### src/rtl/vga_timing_pkg.sv
// Shared VGA timing constants, coordinate type and raster state for the timing generator.
// Defaults are 640x480 at a 25 MHz pixel rate from a 50 MHz system clock.
package vga_timing_pkg;

   localparam int unsigned COORD_W   = 10;
   localparam int unsigned COORD_MAX = 1 << COORD_W;

   localparam int unsigned H_VISIBLE_DEF = 640;
   localparam int unsigned H_FRONT_DEF   = 16;
   localparam int unsigned H_SYNC_DEF    = 96;
   localparam int unsigned H_BACK_DEF    = 48;
   localparam int unsigned V_VISIBLE_DEF = 480;
   localparam int unsigned V_FRONT_DEF   = 10;
   localparam int unsigned V_SYNC_DEF    = 2;
   localparam int unsigned V_BACK_DEF    = 33;
   localparam int unsigned CLK_DIV_DEF   = 2;

   localparam int unsigned H_TOTAL_DEF  = H_VISIBLE_DEF + H_FRONT_DEF + H_SYNC_DEF + H_BACK_DEF;
   localparam int unsigned V_TOTAL_DEF  = V_VISIBLE_DEF + V_FRONT_DEF + V_SYNC_DEF + V_BACK_DEF;
   localparam int unsigned HS_START_DEF = H_VISIBLE_DEF + H_FRONT_DEF;
   localparam int unsigned HS_END_DEF   = HS_START_DEF + H_SYNC_DEF;
   localparam int unsigned VS_START_DEF = V_VISIBLE_DEF + V_FRONT_DEF;
   localparam int unsigned VS_END_DEF   = VS_START_DEF + V_SYNC_DEF;

   typedef logic [COORD_W-1:0] coord_t;

   // IDLE: parked at (0,0) waiting for the first pixel tick; RUN: raster advancing.
   typedef enum logic {
      ST_IDLE = 1'b0,
      ST_RUN  = 1'b1
   } raster_state_t;

   typedef struct packed {
      logic hsync_n;
      logic vsync_n;
      logic blank_n;
   } sync_t;

   localparam sync_t SYNC_IDLE = '{hsync_n: 1'b1, vsync_n: 1'b1, blank_n: 1'b0};

   // Half-open window test lo <= v < hi.
   function automatic logic in_window(input int unsigned v,
                                      input int unsigned lo,
                                      input int unsigned hi);
      return (v >= lo) && (v < hi);
   endfunction

endpackage

### src/rtl/vga_timing_gen_pix_ce_div.sv
// Pixel clock-enable divider: one tick every CLK_DIV clk cycles while enabled.
// Cleared synchronously whenever enable is low so the first tick lands CLK_DIV cycles after enable.
module vga_pix_ce_div #(
   parameter int unsigned CLK_DIV = 2
) (
   input  logic clk,
   input  logic reset_n,
   input  logic enable,
   output logic tick_c
);

   localparam int unsigned DIV_W = (CLK_DIV > 1) ? $clog2(CLK_DIV) : 1;
   localparam logic [DIV_W-1:0] DIV_LAST = DIV_W'(CLK_DIV - 1);

   logic [DIV_W-1:0] div_q;

   always_ff @(posedge clk or negedge reset_n) begin
      if (!reset_n) begin
         div_q <= '0;
      end else if (!enable || (div_q == DIV_LAST)) begin
         div_q <= '0;
      end else begin
         div_q <= div_q + DIV_W'(1);
      end
   end

   assign tick_c = enable && (div_q == DIV_LAST);

endmodule

### src/rtl/vga_timing_gen.sv
// VGA raster timing generator: pixel counters, sync/blank decode and frame-start pulse.
// Every output is registered and decoded from the next counter values, so all stay aligned with draw_x/draw_y.
module vga_timing_gen
   import vga_timing_pkg::*;
#(
   parameter int unsigned H_VISIBLE = H_VISIBLE_DEF,
   parameter int unsigned H_FRONT   = H_FRONT_DEF,
   parameter int unsigned H_SYNC    = H_SYNC_DEF,
   parameter int unsigned H_BACK    = H_BACK_DEF,
   parameter int unsigned V_VISIBLE = V_VISIBLE_DEF,
   parameter int unsigned V_FRONT   = V_FRONT_DEF,
   parameter int unsigned V_SYNC    = V_SYNC_DEF,
   parameter int unsigned V_BACK    = V_BACK_DEF,
   parameter int unsigned CLK_DIV   = CLK_DIV_DEF
) (
   input  logic               clk,
   input  logic               reset_n,
   input  logic               enable,
   output logic               pix_ce,
   output logic               hsync_n,
   output logic               vsync_n,
   output logic               vs_level,
   output logic               blank_n,
   output logic [COORD_W-1:0] draw_x,
   output logic [COORD_W-1:0] draw_y,
   output logic               frame_start
);

   localparam int unsigned H_TOTAL  = H_VISIBLE + H_FRONT + H_SYNC + H_BACK;
   localparam int unsigned V_TOTAL  = V_VISIBLE + V_FRONT + V_SYNC + V_BACK;
   localparam int unsigned HS_START = H_VISIBLE + H_FRONT;
   localparam int unsigned HS_END   = HS_START + H_SYNC;
   localparam int unsigned VS_START = V_VISIBLE + V_FRONT;
   localparam int unsigned VS_END   = VS_START + V_SYNC;
   localparam coord_t      X_LAST   = COORD_W'(H_TOTAL - 1);
   localparam coord_t      Y_LAST   = COORD_W'(V_TOTAL - 1);

   // Counters are COORD_W bits wide; reject timings that cannot fit.
   if (H_TOTAL > COORD_MAX) begin : g_h_total_check
      $error("vga_timing_gen: H_TOTAL %0d exceeds %0d", H_TOTAL, COORD_MAX);
   end
   if (V_TOTAL > COORD_MAX) begin : g_v_total_check
      $error("vga_timing_gen: V_TOTAL %0d exceeds %0d", V_TOTAL, COORD_MAX);
   end
   if (CLK_DIV < 1) begin : g_clk_div_check
      $error("vga_timing_gen: CLK_DIV must be at least 1");
   end

   logic          tick_c;
   raster_state_t state_q, state_d;
   coord_t        x_q, x_d;
   coord_t        y_q, y_d;
   sync_t         sync_q, sync_d;
   logic          vs_level_q;
   logic          frame_start_q, frame_start_d;
   logic          pix_ce_q, pix_ce_d;

   vga_pix_ce_div #(
      .CLK_DIV (CLK_DIV)
   ) u_pix_ce_div (
      .clk     (clk),
      .reset_n (reset_n),
      .enable  (enable),
      .tick_c  (tick_c)
   );

   function automatic sync_t decode(input coord_t x, input coord_t y);
      sync_t s;
      s.hsync_n = !in_window(32'(x), HS_START, HS_END);
      s.vsync_n = !in_window(32'(y), VS_START, VS_END);
      s.blank_n = (32'(x) < H_VISIBLE) && (32'(y) < V_VISIBLE);
      return s;
   endfunction

   // Next-state, counter advance and output decode.
   always_comb begin
      state_d       = state_q;
      x_d           = x_q;
      y_d           = y_q;
      sync_d        = sync_q;
      frame_start_d = 1'b0;
      pix_ce_d      = tick_c;

      case (state_q)
         ST_IDLE: begin
            // First tick after reset or enable starts the raster at (0,0) without a frame pulse.
            if (tick_c) begin
               state_d = ST_RUN;
               x_d     = '0;
               y_d     = '0;
               sync_d  = decode('0, '0);
            end
         end
         ST_RUN: begin
            if (tick_c) begin
               if (x_q == X_LAST) begin
                  x_d = '0;
                  if (y_q == Y_LAST) begin
                     y_d           = '0;
                     frame_start_d = 1'b1;
                  end else begin
                     y_d = y_q + COORD_W'(1);
                  end
               end else begin
                  x_d = x_q + COORD_W'(1);
               end
               sync_d = decode(x_d, y_d);
            end
         end
         default: begin
            state_d = ST_IDLE;
         end
      endcase

      // Dropping enable parks the raster immediately, cutting any sync pulse short.
      if (!enable) begin
         state_d       = ST_IDLE;
         x_d           = '0;
         y_d           = '0;
         sync_d        = SYNC_IDLE;
         frame_start_d = 1'b0;
         pix_ce_d      = 1'b0;
      end
   end

   always_ff @(posedge clk or negedge reset_n) begin
      if (!reset_n) begin
         state_q       <= ST_IDLE;
         x_q           <= '0;
         y_q           <= '0;
         sync_q        <= SYNC_IDLE;
         vs_level_q    <= 1'b0;
         frame_start_q <= 1'b0;
         pix_ce_q      <= 1'b0;
      end else begin
         state_q       <= state_d;
         x_q           <= x_d;
         y_q           <= y_d;
         sync_q        <= sync_d;
         vs_level_q    <= !sync_d.vsync_n;
         frame_start_q <= frame_start_d;
         pix_ce_q      <= pix_ce_d;
      end
   end

   assign pix_ce      = pix_ce_q;
   assign hsync_n     = sync_q.hsync_n;
   assign vsync_n     = sync_q.vsync_n;
   assign vs_level    = vs_level_q;
   assign blank_n     = sync_q.blank_n;
   assign draw_x      = x_q;
   assign draw_y      = y_q;
   assign frame_start = frame_start_q;

endmodule

### config.mk
export PLATFORM = sky130hd
export DESIGN_NAME = vga_timing_gen
export DESIGN_NICKNAME = d
export VERILOG_FILES = /design/src/rtl/vga_timing_pkg.sv /design/src/rtl/vga_timing_gen_pix_ce_div.sv /design/src/rtl/vga_timing_gen.sv
export SDC_FILE = /design/constraint.sdc
export NUM_CORES = 1
export LEC_CHECK = 0
export CAP_MARGIN = 20
export CELL_PAD_IN_SITES_DETAIL_PLACEMENT = 2
export CELL_PAD_IN_SITES_GLOBAL_PLACEMENT = 2
export CORE_MARGIN = 2
export CORE_UTILIZATION = 36
export CTS_BUF_LIST = sky130_fd_sc_hd__clkbuf_8
export DETAILED_ROUTE_END_ITERATION = 8
export GPL_TIMING_DRIVEN = 0
export PLACE_DENSITY_LB_ADDON = 0.12
export SLEW_MARGIN = 20
export SYNTH_ARGS = -nofsm -noshare
export SYNTH_HDL_FRONTEND = slang
export SYNTH_SLANG_ARGS = --single-unit
### constraint.sdc
create_clock -name clk -period 3.9 [get_ports clk]
set_input_delay 0.39 -clock clk [delete_from_list [all_inputs] [get_ports clk]]
set_output_delay 0.39 -clock clk [all_outputs]
set_load 0.03 [all_outputs]
Word-level counts from Yosys, hierarchy flattened
Index checks and enable logic that the tools add are counted.
{ "word_totals": {"reg_bits": 28, "inputBits": 3} }
{ "classes": {"addsub": 3, "order_cmp": 6, "n_bitwise": 1, "reduce_logical": 10, "n_mux": 28, "n_eq_ne": 4} }
{ "ops": {"columns": ["op", "n"], "rows": [
  ["$mux W10", 12],
  ["$pmux W10 S2", 2],
  ["$add A10 B1 Y10 const B", 2],
  ["$eq A10 B10 Y1 const B", 2],
  ["$lt A10 B10 Y1 const B", 2],
  ["$lt A10 B9 Y1 const B", 2],
  ["$ge A10 B10 Y1 const B", 1],
  ["$ge A10 B9 Y1 const B", 1],
  ["$mux W1", 10],
  ["$mux W3", 3],
  ["$ne A3 B3 Y1 const B", 2],
  ["$pmux W3 S2", 1],
  ["$logic_and A1 B1 Y1", 4],
  ["$logic_not A1 Y1", 4],
  ["$reduce_and A2 Y1", 1],
  ["$add A1 B1 Y1 const B", 1],
  ["$logic_or A1 B1 Y1", 1],
  ["$not A1 Y1", 1]
]} }

Depth between registers and ports, before layout
Gate-level depths: netlist (run 1).
{ "depth": {"ltp_word": 12, "ltp_mapped": 8} }

Cells and area by module
A second synthesis (run 1) with hierarchy kept.
{ "unflattened": {"hier_cells": 190, "hier_area_um2": 1679.1} }
{ "modules_own_cells": {"columns": ["module", "instances", "seq_area_each_um2", "area_each_um2", "cells_per_inst"], "rows": [
  ["vga_timing_gen", 1, 678.2, 1637.8, 187],
  ["vga_pix_ce_div", 1, 25.0, 41.3, 3]
]} }

Least setup slack after synthesis (run 1)
Ideal clock, no wire load.
{ "synth_path": {"path_kind": "reg-to-reg", "from": "reg x_q[6], in the netlist draw_x[6]", "to": "reg sync_q (netlist bit blank_n)", "setup_time_ps": 134, "setup_slack_ps": 1473, "t_arrival_ps": 2293, "stages_incl_launch_ff": 7, "path_cell_list": "dfrtp_1 -> buf_6 -> or4b_4 -> nor3_2 -> nand4_1 -> a2111oi_4 -> o31ai_1"} }
{ "synth_between": {"elab_chain_len": 9, "elab_cells_between_ends": 14} }
{ "synth_rtl": {"columns": ["element", "line", "source"], "rows": [
  ["start: declaration", "vga_timing_gen.sv:51", "coord_t x_q, x_d;"],
  ["start signal: assignment", "vga_timing_gen.sv:129", "x_q <= '0;"],
  ["start signal: assignment", "vga_timing_gen.sv:137", "x_q <= x_d;"],
  ["$add A10 B1 Y10 or $eq A10 B10 Y1 (tied branches)", "vga_timing_gen.sv:105, vga_timing_gen.sv:96", null],
  ["$mux W10", "vga_timing_gen.sv:96", "if (x_q == X_LAST) begin"],
  ["$mux W10", "vga_timing_gen.sv:95", "if (tick_c) begin"],
  ["$mux W10", "vga_timing_gen.sv:84", "case (state_q)"],
  ["$lt A10 B10 Y1 or $lt A10 B9 Y1 (tied branches)", "vga_timing_gen.sv:71", "s.blank_n = (32'(x) < H_VISIBLE) && (32'(y) < V_VISIBLE);"],
  ["$logic_and A1 B1 Y1 (*)", "vga_timing_gen.sv:71", null],
  ["$mux W3 (*)", "vga_timing_gen.sv:95", null],
  ["$pmux W3 S2 (*)", "vga_timing_gen.sv:84", null],
  ["$mux W3 (*)", "vga_timing_gen.sv:116", "if (!enable) begin"],
  ["end signal: assignment", "vga_timing_gen.sv:139", "sync_q <= sync_d;"],
  ["end: declaration", "vga_timing_gen.sv:53", "sync_t sync_q, sync_d;"]
]} }
Every way passes the cells marked *; elsewhere a longest branch is shown, timed or not. The select of a mux whose other input is x is not followed.
A chain may end at the register's enable or synchronous reset.

Worst setup path after layout (run 1)
{ "layout_path": {"from": "reg x_q[0], in the netlist draw_x[0]", "to": "reg sync_q (netlist bit blank_n)"} }
The elaborated chain is that of the path after synthesis.

==> run_results.csv, run 1 <==
group,metric,value,unit
detailed_routing,via_count,1705,
global_routing,grt_use_total,0.2376,
detailed_routing,antenna_left,0,
detailed_routing,via_per_inst,5.683,
final_layout,final_cells,300,
worst_setup_path,path_cells,"ha_1 -> nand4_1 -> nor3_2 -> nand4_1 -> a2111oi_4 -> o31ai_1",
global_routing,grt_pass1_vias,1949,
synth,async_flop_share,1.000,
cts,cts_buffers,3,
power_and_ir_drop,p_leak,0.8281,nW
sta,setup-violations-final,0,
run,cap_violations,0,
worst_setup_path,crit_top_cell,"nand4_1",
placement,gp_congestion,0.9085,
final_layout,fillers,533,
cts,clockBufferDepth,2,
cts,root_buffer,"clkbuf_8",
synth,ys_seq_elements,28,
worst_setup_path,cp.required,4.06,ns
cts,cts_resized,0,
cts,cts_tree,"yes",
cts,worstSkewPairLatency,0.29,ns
sta,finalSetupTns,0,ns
worst_setup_path,critPathMaxFanout,10,
power_and_ir_drop,power.density,261.8,nW/um^2
final_layout,seq_area,703.2,um^2
cts,post_cts_buffers,0,
worst_setup_path,crit_slowest_cell,"nor3_2",
global_routing,grt_max_degree,29,
power_and_ir_drop,power,0.0005751,W
synth,ys_warn_count,0,
final_layout,multi_input_area,980.9,um^2
synth,synth_seq_area_share,0.3980,
sta,grt_setup_unrepaired,"false",
worst_setup_path,arrival,2.93,ns
hold_path,min-delay-path-class,"in -> async",
worst_setup_path,critPathLaunchType,"flop",
sta,maxSlewViolCount,0,
sta,fmax,360.5,MHz
synth,ys_types,50,
synth,yosys.area_share.simple,0.2571,
synth,syn_inst,201,
final_layout,drive_above_1_share,0.06867,
synth,synth_flop_cell,"dfrtp_1",
die,die_w,74.06,um
cts,cts_hold_buffers,0,
synth,synth-adder-area-share,0.02125,
worst_setup_path,worstRegToRegCells,6,
sta,min_period_over_period,0.7113,
synth,syn_area_per_cell,8.790,um^2
sta,slew_headroom,0.2801,
detailed_routing,drtPass1Iterations,4,
final_layout,synthToLayoutAreaGrowth,24.36,%
outcome,status,"complete, no violations",
synth,synth-edff-count,0,
worst_setup_path,worstSetupPathType,"reg -> reg",
worst_setup_path,slowest_delay,0.65,ns
synth,synth_mux_area_frac,0.01133,
detailed_routing,wl_per_cell,19.73,um
die,initial_core_util,0.3740,
global_routing,grt_pass1_wl,9901,um
die,rows,25,
sta,tightest_slew,1.071,ns
detailed_routing,remaining_drc_errors,0,
placement,placedCellCount,296,
sta,hold_viol,0,
cts,cts.sinks,28,
detailed_routing,drt_iter0_drc,77,
detailed_routing,wl,5919,um
die,die_height,74.06,um
die,core,4723,um^2
synth,synth_top_family_by_area,"simple AND/OR/NAND/NOR gates",
synth,synthXorXnorAreaFrac,0.02975,
cts,clkTransAtPathRegs,0.11,ns
synth,syn_nets,207,
die,ios,29,
sta,fin_crit,2.774,ns
global_routing,gr-total-overflow,0,
cts,cts-htree-levels,1,
global_routing,antenna_found_initial,0,
synth,synth_compound_area_frac,0.2358,
final_layout,antennaDiodeCount,0,
placement,hpwl,4333,um
worst_setup_path,cp-end-kind,"flop",
placement,port_buffers,28,
final_layout,fin_nets,240,
synth,syn-cell-area,1767,um^2
die,dieArea,5484,um^2
power_and_ir_drop,irDropWorstVdd,0.1479,mV
sta,worst_clock_skew,0.01007,ns
## sequential cells by signal (all words and copies together) (netlist names)
signal,flops
blank_n,1
pix_ce,1
vsync_n,1
state_q,1
frame_start,1
draw_y,10
hsync_n,1
draw_x,10
u_pix_ce_div.div_q,1
vs_level,1
## layout make-up
class	instances	area share
clock buffer	3	0.01879
sequential	28	0.3200
multi-input combinational	153	0.4465
buffer	12	0.02392
clock inverter	1	0.01367
timing repair buffer	28	0.1253
inverter	8	0.01367
tap	67	0.03815
## final timing paths
kind                                              end                  start  slack (ns)
worst max-delay path              blank_n$_DFFE_PN0P_  draw_x[0]$_DFFE_PN0P_        1.13
worst min-delay path            draw_y[1]$_DFFE_PN0P_                reset_n        0.13
worst max register to register    blank_n$_DFFE_PN0P_  draw_x[0]$_DFFE_PN0P_        1.13
worst min register to register      state_q$_DFF_PN0_      state_q$_DFF_PN0_        0.57
max in group asynchronous            pix_ce$_DFF_PN0_                reset_n        3.33
min in group clk                    state_q$_DFF_PN0_      state_q$_DFF_PN0_        0.57
## layer usage
| layer | share of wire | global-route usage | up-vias |
|---|---|---|---|
| met5 | 0 | 0 | - |
| met4 | 0.010 | 0.06465 | 0 |
| met3 | 0.027 | 0.04201 | 8 |
| met2 | 0.51 | 0.4256 | 30 |
| met1 | 0.45 | 0.2932 | 857 |
| li1 | - | - | 810 |
## metrics by stage
stage / cell area (um^2) / hold slack [ns] / worst slack (ns) / util
floorplan: 1767 / 0.09441 / 1.473 / -
global route: 2197 / 0.1640 / 0.8561 / 0.4652
finish: 2197 / 0.1254 / 1.126 / 0.4652
CTS: 2197 / 0.1445 / 1.113 / 0.4652
global placement: 2131 / 0.5144 / 1.271 / 0.4511
detailed placement: 2126 / 0.4656 / 1.155 / 0.4501
## cell usage after synthesis, types with 2 or more instances
cell	count	area, um^2
nand2_1	18	67.56
a31o_2	2	17.52
o22ai_1	4	25.02
nand4_1	4	25.02
or3_1	4	25.02
nor4_1	2	12.51
mux2i_1	2	20.02
o31ai_1	5	37.54
dfrtp_1	26	650.6
nor2b_1	2	12.51
ha_1	3	37.54
and4_1	2	17.52
dfstp_2	2	52.55
xnor2_1	5	43.79
and3_1	4	25.02
nor2_1	11	41.29
o21a_1	2	15.01
clkbuf_1	10	37.54
nand3_1	15	75.07
a22o_1	3	26.28
a31oi_1	7	43.79
nand2b_1	2	12.51
and2_1	2	12.51
a21o_1	2	15.01
nor3_1	5	25.02
inv_1	8	30.03
o21ai_0	16	80.08
a21oi_1	10	50.05
a32o_1	2	20.02
## worst max-delay path, delay by kind of cell (launching register included)
family                     cells  cell delay, ns
AOI/OAI and AO/OA              2            0.63
adders and majority gates      1            0.26
DFF                            1            0.46
and+or+nand+nor                3            1.28
## cells by family after synthesis
logic type / after synthesis
compound gates: 61
flops: 28
simple gates: 81
mux: 2
fa+ha+maj: 3
xor+xnor: 6
buf+inv: 20
## layout by cell type, fill, tap and decap left out, types with 3 or more instances in the layout
cell type / Yosys / final
clkdlybuf4s50_1: 0 / 27
dfrtp_1: 26 / 26
nand2_1: 18 / 18
o21ai_0: 16 / 16
nand3_1: 15 / 15
nor2_1: 11 / 11
a21oi_1: 10 / 10
clkbuf_1: 10 / 10
inv_1: 8 / 8
a31oi_1: 7 / 7
xnor2_1: 5 / 5
nor3_1: 5 / 5
o31ai_1: 5 / 5
nand4_1: 4 / 4
and3_1: 4 / 4
or3_1: 4 / 4
o22ai_1: 4 / 4
a22o_1: 3 / 3
ha_1: 3 / 3
clkbuf_8: 0 / 3
## report_power, final
| group | internal [W] | leakage, nW | switching, W |
|---|---|---|---|
| Clock | 0.000138 | 0.0357 | 0.000101 |
| Sequential | 0.000294 | 0.379 | 0.00000335 |
| Combinational | 0.0000112 | 0.413 | 0.0000280 |
| Total | 0.000443 | 0.828 | 0.000132 |
No activity file was read; power rests on OpenSTA's default activity.
==> run 2, diff against run 1 <==
CORE_UTILIZATION = 33   (was 36)
clock period = 2.85 ns   (was 3.9 ns; I/O delays follow)
==> run 2 against run 1 <==
Compared with the run above: sequential share of layout area down 0.16 points; sequential cell count stayed put; sequential power up 37%; routed wire length shrank 1.0%; via count rose by 0.82%; maximum frequency up 7.5%; largest cell class unchanged; largest power group unchanged.
==> run_results.csv, run 2 (synthesized netlist as in run 1, its figures left out) <==
group,metric,value,unit
cts,worstSkewPairLatency,0.28,ns
sta,worst_clock_skew,0.004078,ns
final_layout,design_area,2208,um^2
die,core,5140,um^2
final_layout,final_common_cell,"clkdlybuf4s50_1",
worst_setup_path,cp-end-kind,"flop",
global_routing,grt_pass1_wl,10050,um
sta,grt_setup_unrepaired,"false",
worst_setup_path,crit_slowest_cell,"nor3_4",
die,ios,29,
detailed_routing,drt_iter0_drc,80,
sta,hold_ws,0.02691,ns
sta,min_period_over_period,0.9057,
cts,cts.sinks,28,
global_routing,gr-total-overflow,0,
placement,hpwl,4400,um
die,rows,26,
power_and_ir_drop,power.density,323.8,nW/um^2
worst_setup_path,cp.required,3.01,ns
cts,post_cts_buffers,0,
sta,setup-violations-final,0,
detailed_routing,wl,5859,um
sta,finalSetupTns,0,ns
global_routing,grt_max_degree,29,
sta,maxSlewViolCount,0,
final_layout,drive_above_1_share,0.08155,
die,die_w,77.17,um
run,cap_violations,0,
power_and_ir_drop,irDropWorstVdd,0.1670,mV
outcome,status,"complete, no violations",
worst_setup_path,arrival,2.74,ns
sta,fin_crit,2.581,ns
cts,root_buffer,"clkbuf_8",
die,die_height,77.17,um
cts,cts_tree,"yes",
worst_setup_path,worstSetupPathType,"reg -> reg",
final_layout,layout_common_cells,"clkdlybuf4s50_1 (27), dfrtp_1 (26), nand2_1 (18)",
detailed_routing,via_per_inst,5.673,
die,dieArea,5955,um^2
worst_setup_path,crit_top_cell,"nand4_1",
die,initial_core_util,0.3437,
placement,port_buffers,28,
cts,cts-htree-levels,1,
cts,clockBufferDepth,2,
global_routing,grt_use_total,0.2115,
detailed_routing,remaining_drc_errors,0,
sta,tightest_slew,0.6768,ns
detailed_routing,wl_per_cell,19.34,um
detailed_routing,drtPass1Iterations,4,
cts,cts_buffers,3,
sta,hold_viol,0,
detailed_routing,via_count,1719,
sta,slew_headroom,0.5461,
final_layout,synthToLayoutAreaGrowth,25.00,%
global_routing,grt_pass1_vias,1914,
global_routing,antenna_found_initial,0,
final_layout,fin_nets,240,
final_layout,antennaDiodeCount,0,
worst_setup_path,slowest_delay,0.50,ns
placement,gp_congestion,0.8535,
power_and_ir_drop,power,0.0007150,W
placement,placed_area,2130,um^2
cts,clkTransAtPathRegs,0.10,ns
sta,fmax,387.4,MHz
worst_setup_path,path_cells,"ha_1 -> nand4_1 -> nor3_4 -> nand4_1 -> a2111oi_4 -> o31ai_1",
detailed_routing,antenna_left,0,
worst_setup_path,critPathMaxFanout,10,
worst_setup_path,critPathLaunchType,"flop",
hold_path,min-delay-path-class,"in -> async",
power_and_ir_drop,p_leak,0.8386,nW
==> run 2: routing by layer <==
layer / up-vias / global-route usage / share of wire
li1: 821 / - / -
met1: 860 / 0.2690 / 0.45
met2: 32 / 0.3722 / 0.51
met3: 6 / 0.03176 / 0.031
met4: 0 / 0.05714 / 0.013
met5: - / 0 / 0
==> run 2: cell type report <==
cell class	count	area (um^2)
Fill cell	606	2932
Inverter	8	30.03
Sequential cell	28	703.2
Multi-Input combinational cell	153	1005
Timing Repair Buffer	28	275.3
Tap cell	70	87.58
Clock buffer	4	55.05
Buffer	12	52.55
==> run 2: repair_timing <==
item                                    4_1_cts  5_1_grt
endpoints found under the setup margin        0        3
hold buffers                                  0        0
resized for setup                             0        3
==> run 2: report_power, final <==
group          internal, W  switching, W
logic            0.0000155     0.0000382
clock network     0.000124      0.000130
registers         0.000402    0.00000486
total             0.000542      0.000173
==> run 2: path summary, 6_finish.rpt <==
kind / start / to / cells after the start / slack (ns)
setup / recovery: draw_x[0]$_DFFE_PN0P_ / blank_n$_DFFE_PN0P_ / 6 / 0.27
hold / removal: reset_n / draw_y[4]$_DFFE_PN0P_ / 1 / 0.03
setup reg to reg: draw_x[0]$_DFFE_PN0P_ / blank_n$_DFFE_PN0P_ / 6 / 0.27
hold reg to reg: state_q$_DFF_PN0_ / state_q$_DFF_PN0_ / 1 / 0.55
max in group asynchronous: reset_n / draw_x[2]$_DFFE_PN0P_ / 1 / 2.39
min in group clk: state_q$_DFF_PN0_ / state_q$_DFF_PN0_ / 1 / 0.55
==> run 2: metrics by stage <==
| step | worst slack [ns] | utilization | std cells |
|---|---|---|---|
| floorplan | 0.4228 | - | 201 |
| finish | 0.2688 | 0.4296 | 303 |
| detailed placement | 0.08921 | 0.4143 | 299 |
| global placement | 0.2098 | 0.4153 | 299 |
| global route | 0.01268 | 0.4296 | 303 |
| CTS | 0.07399 | 0.4250 | 303 |
==> run 2: critical path: cells and delay by family (launching register included) <==
family | cells | cell delay, ns
fa+ha+maj | 1 | 0.28
simple gates | 3 | 1.13
flops | 1 | 0.46
compound gates | 2 | 0.59
==> RTL edit 1: new RTL, config.mk and constraints of run 2 <==
The package constant `CLK_DIV_DEF` goes from 2 to 4.
--- a/src/rtl/vga_timing_pkg.sv
+++ b/src/rtl/vga_timing_pkg.sv
@@ -13,7 +13,7 @@
    localparam int unsigned V_FRONT_DEF   = 10;
    localparam int unsigned V_SYNC_DEF    = 2;
    localparam int unsigned V_BACK_DEF    = 33;
-   localparam int unsigned CLK_DIV_DEF   = 2;
+   localparam int unsigned CLK_DIV_DEF   = 4;
 
    localparam int unsigned H_TOTAL_DEF  = H_VISIBLE_DEF + H_FRONT_DEF + H_SYNC_DEF + H_BACK_DEF;
    localparam int unsigned V_TOTAL_DEF  = V_VISIBLE_DEF + V_FRONT_DEF + V_SYNC_DEF + V_BACK_DEF;
Check against the original RTL: not equivalent (a bounded check fails within 4 cycles, from zero or initial values and one cycle with reset_n low).
==> RTL edit 1 against run 2 <==
- critical path depth unchanged
- final area increased by 7.3%
- core utilization increased by 0.61 points
- sequential share of layout area decreased by 1.1 points
- synthesized cell count increased by 4.5%
- largest power group is now clock
- worst hold slack improved by 420 ps
- largest cell class unchanged
- clock skew increased by 7.1 ps
- first-iteration DRC count increased by 8.8%
- sequential power increased by 4%
- routed wire length increased by 7.6%
- area after synthesis increased by 3.5%
- highest routed layer unchanged
- worst setup slack got worse by 140 ps
- total power increased by 31%
- sequential cell count increased by 1
==> RTL edit 1: results (changes against run 2) <==
| Metric | Value |
|---|---|
| Global-route wire length before repair | `10.4 mm (+3.4%)` |
| Repair and plain buffers | `46 (+15%)` |
| Worst reg2reg setup slack | `130 ps (-140 ps)` |
| Fraction of area in multi-input gates | `0.422 (-0.0331)` |
| Number of global-route vias before repair | `1,952 (+2.0%)` |
| Max stage delay on crit path | `590 ps (+90 ps)` |
| Synth Area in Compound Gates | `0.222 (-0.0134)` |
| Port Buffers | `28 (unchanged)` |
| Seq area share | `0.307 (-0.0111)` |
| Routed WL | `6.30 mm (+7.6%)` |
| Layout cells sized above 1 | `0.0920 (+0.0105)` |
| Synth top area cells | `dfrtp_1 (37%), o21ai_0 (6.8%), nand2_1 (4.7%)` |
| Distinct cells, synth | `47 (-6.0%)` |
| Fillcell total | `614 (+1.3%)` |
| Maximum vdd drop | `0.162 mV (-3.2%)` |
| DR vias | `1,818 (+5.8%)` |
| Crit path arrival time | `2870 ps (+130 ps)` |
| Pin count of the biggest net entering global routing | `19 (-34%)` |
| Placed inst area | `2220 um2 (+4.3%)` |
| FF-to-FF Start | `draw_x[6]` |
| Gr usage total | `0.223 (+0.0110)` |
| Post-synthesis mux area share | `0.0329 (+0.0215)` |
| Delay-heaviest family, CP | `simple AND/OR/NAND/NOR gates` |
| Final clock-cell share | `0.0491 (+0.0242)` |
| Crit Path Max Fanout | `7 (-3)` |
| GP Congestion | `0.785 (-8.1%)` |
| Inverters | `10 (+2)` |
| Number of CTS-inserted buffers | `5 (+2)` |
| Power, Total | `0.000936 W (+31%)` |
| Clock skew | `11.2 ps (+7.10 ps)` |
| Setup WS pre-CTS | `97.2 ps (+7.96 ps)` |
| Internal cell power | `0.000721 W (+33%)` |
| CTS Buffer Depth | `2 (unchanged)` |
| R2R depth | `6 (unchanged)` |
| CLK BUF | `6 (+2)` |
| PD cells | `395 nW/um2 (+22%)` |
| Min Clock Period, post-route | `2720 ps (+143 ps)` |
| Initial antenna violation count | `0 (unchanged)` |
| Slowest-stage cell, CP | `or4_4` |
| DRT iter0 DRCs | `87 (+8.8%)` |
| Post-DP HPWL | `4.58 mm (+4.2%)` |
| CTS clock-pin slew for the worst setup and hold paths | `70 ps (-30 ps)` |
| RR Endpoint | `vs_level` |
| Worst-margin pin slew | `966 ps (+289 ps)` |
| Multi-In Gates | `157 (+2.6%)` |
| Buffering overhead | `0.168 (+0.0195)` |
| Final core utilization | `0.436 (+0.00605)` |
| Layout Nets | `256 (+6.7%)` |
| Clk. pwr | `0.000454 W (+79%)` |
| LEAKAGE | `0.938 nW (+12%)` |
| Register area share after synthesis | `0.398 (about the same)` |
| Xor/xnor share of the synthesized area | `0.0192 (-0.0106)` |
| Seq. pwr | `0.000422 W (+4%)` |
| Post-synthesis register bit count | `29 (+3.6%)` |
| Syn nets | `217 (+4.8%)` |
| Status | `complete, no violations` |
| Commonest cells post-synth | `dfrtp_1 (27), o21ai_0 (25), nand2_1 (23), a21oi_1 (11)` |
| CTS HTree Levels | `2 (+1)` |
| Adder-cell share of the synthesized area | `0.0274 (+0.00613)` |
RTL edit 1: timing repair:
action                                  4_1_cts  5_1_grt
endpoints found under the setup margin        0        2
gates resized for setup                       0        2
hold buffers                                  1        0
hold endpoints to repair                     10        0
buffers inserted                              0        2
RTL edit 1: worst max path at each step:
stage                    from  endpoint  cells after the start
floorplan           draw_x[6]  vs_level                      6
global placement    draw_x[0]   vsync_n                      6
detailed placement  draw_x[0]   vsync_n                      6
CTS                 draw_x[0]   vsync_n                      6
global route        draw_x[0]   vsync_n                      7
finish              draw_x[6]  vs_level                      6
RTL edit 1: through the flow:
stage / hold slack [ps] / std cells
2_1_floorplan: -10.6 / 210
3_3_place_gp: 422 / 310
3_5_place_dp: 203 / 311
4_1_cts: 437 / 320
5_1_grt: 480 / 322
6_report: 447 / 322
RTL edit 1: layer usage:
layer  vias to the layer above  part of all wire  track usage
met1                       916              0.48        0.293
met2                        31              0.48        0.367
met4                         0             0.015       0.0579
met5                         -                 0            0
met3                        11             0.024       0.0529
li1                        860                 -            -
==> RTL edit 2: new RTL, config.mk and constraints of run 2 <==
Made on the original files. Register the input `enable` before use, cleared by the reset. The logic sees it one clock later. Comments in the files are not updated.
--- a/src/rtl/vga_timing_gen.sv
+++ b/src/rtl/vga_timing_gen.sv
@@ -35,6 +35,16 @@
    localparam coord_t      X_LAST   = COORD_W'(H_TOTAL - 1);
    localparam coord_t      Y_LAST   = COORD_W'(V_TOTAL - 1);
 
+   logic enable_q;
+
+   always_ff @(posedge clk or negedge reset_n) begin
+      if (!reset_n) begin
+         enable_q <= '0;
+      end else begin
+         enable_q <= enable;
+      end
+   end
+
    // Counters are COORD_W bits wide; reject timings that cannot fit.
    if (H_TOTAL > COORD_MAX) begin : g_h_total_check
       $error("vga_timing_gen: H_TOTAL %0d exceeds %0d", H_TOTAL, COORD_MAX);
@@ -60,7 +70,7 @@
    ) u_pix_ce_div (
       .clk     (clk),
       .reset_n (reset_n),
-      .enable  (enable),
+      .enable  (enable_q),
       .tick_c  (tick_c)
    );
 
@@ -113,7 +123,7 @@
       endcase
 
       // Dropping enable parks the raster immediately, cutting any sync pulse short.
-      if (!enable) begin
+      if (!enable_q) begin
          state_d       = ST_IDLE;
          x_d           = '0;
          y_d           = '0;
Formal check against the unedited RTL: not equivalent (a bounded check fails within 4 cycles, from zero or initial values and one cycle with reset_n low).
==> RTL edit 2 against run 2 <==
- total power increased by 18%
- combinational power decreased by 13%
- routed wire length increased by 2.6%
- sequential cell count increased by 1
- highest routed layer unchanged
- area after synthesis increased by 1.1%
- sequential power increased by 4%
- clock power increased by 48%
- critical path type unchanged
- synthesized cell count increased by 2.0%
- global-route usage increased by 0.66 points
- worst setup slack improved by 40 ps
- final area increased by 1.9%
- critical path depth increased by 1
- count of clock-buffer cells in the layout increased by 3
==> RTL edit 2: results (changes against run 2) <==
| Metric | Value |
|---|---|
| Inverters | `5 (-3)` |
| Design area | `2250 um2 (+1.9%)` |
| Status | `complete, no violations` |
| Layout cells sized above 1 | `0.0954 (+0.0139)` |
| Global-route wire length before repair | `10.2 mm (+1.7%)` |
| LEAKAGE | `0.926 nW (+10%)` |
| Diodes inserted | `0 (unchanged)` |
| Synth top area cells | `dfrtp_1 (38%), nand2_1 (5.9%), o21ai_0 (5.6%)` |
| Distinct cells, synth | `52 (+4.0%)` |
| Via/cell ratio | `5.67 (about the same)` |
| Maximum vdd drop | `0.200 mV (+20%)` |
| CTS clock-pin slew for the worst setup and hold paths | `60 ps (-40 ps)` |
| Final clock-cell share | `0.0451 (+0.0201)` |
| Routed WL | `6.01 mm (+2.6%)` |
| Buffering overhead | `0.140 (-0.00884)` |
| Sinks on Clock Net | `29 (+3.6%)` |
| Pin count of the biggest net entering global routing | `30 (+3.4%)` |
| CTS HTree Levels | `2 (+1)` |
| CLK BUF | `7 (+3)` |
| Met3 global-route usage | `0.0337 (+0.00196)` |
| Slowest-stage cell, CP | `dfrtp_1` |
| Fraction of area in multi-input gates | `0.444 (-0.0106)` |
| Fillcell total | `588 (-3.0%)` |
| Placed inst area | `2150 um2 (+0.88%)` |
| Commonest cells post-synth | `nand2_1 (28), dfrtp_1 (27), o21ai_0 (20), nor2_1 (14), nand3_1 (13)` |
| DRT iter0 DRCs | `70 (-13%)` |
| Number of global-route vias before repair | `1,939 (+1.3%)` |
| Sequential cell area | `728 um2 (+3.6%)` |
| GP Congestion | `0.776 (-9.1%)` |
| FF-to-FF Start | `draw_x[0]` |
| Max stage delay on crit path | `500 ps (about the same)` |
| Clock skew | `2.72 ps (-1.36 ps)` |
| Worst-margin pin slew | `678 ps (+0.797 ps)` |
| Gr usage total | `0.218 (+0.00659)` |
| Post-DP HPWL | `4.53 mm (+3.0%)` |
| Met2 Use GR | `0.398 (+0.0261)` |
| Register area share after synthesis | `0.408 (+0.00983)` |
| Met1 usage | `0.261 (-0.00781)` |
| Met3 Routed Length | `121 um (-32%)` |
| Number of CTS-inserted buffers | `5 (+2)` |
| Layout Nets | `246 (+2.5%)` |
| Met2 wire len | `3.18 mm (+6.7%)` |
| Repair and plain buffers | `36 (-10%)` |
| Multi-In Gates | `163 (+6.5%)` |
| M1 WL | `2.62 mm (about the same)` |
## RTL edit 2: path summary, 6_finish.rpt
path                                   to  slack (ps)
min in group clk                 enable_q         450
worst max register to register    blank_n         310
worst max-delay path              blank_n         310
worst min register to register    hsync_n         520
max in group asynchronous       draw_x[6]        2370
worst min-delay path            draw_y[1]          40
## RTL edit 2: kinds of logic after synthesis
logic type      Yosys count  share of synthesized area
simple gates             95                      0.289
compound gates           57                      0.210
flops                    29                      0.408
buf+inv                  13                     0.0322
xor+xnor                  7                     0.0343
fa+ha+maj                 3                     0.0210
mux                       1                    0.00561
## RTL edit 2: through the flow
step	std cells	util	setup WS (ps)
CTS	311	0.435	288
global placement	303	0.416	447
detailed placement	303	0.415	344
finish	311	0.435	309
floorplan	205	-	549
global route	311	0.435	111
## RTL edit 2: power breakdown
group          internal, W  switching, W  leakage, nW
clock network     0.000218      0.000157       0.0542
registers         0.000417    0.00000651        0.391
logic            0.0000131     0.0000338        0.480
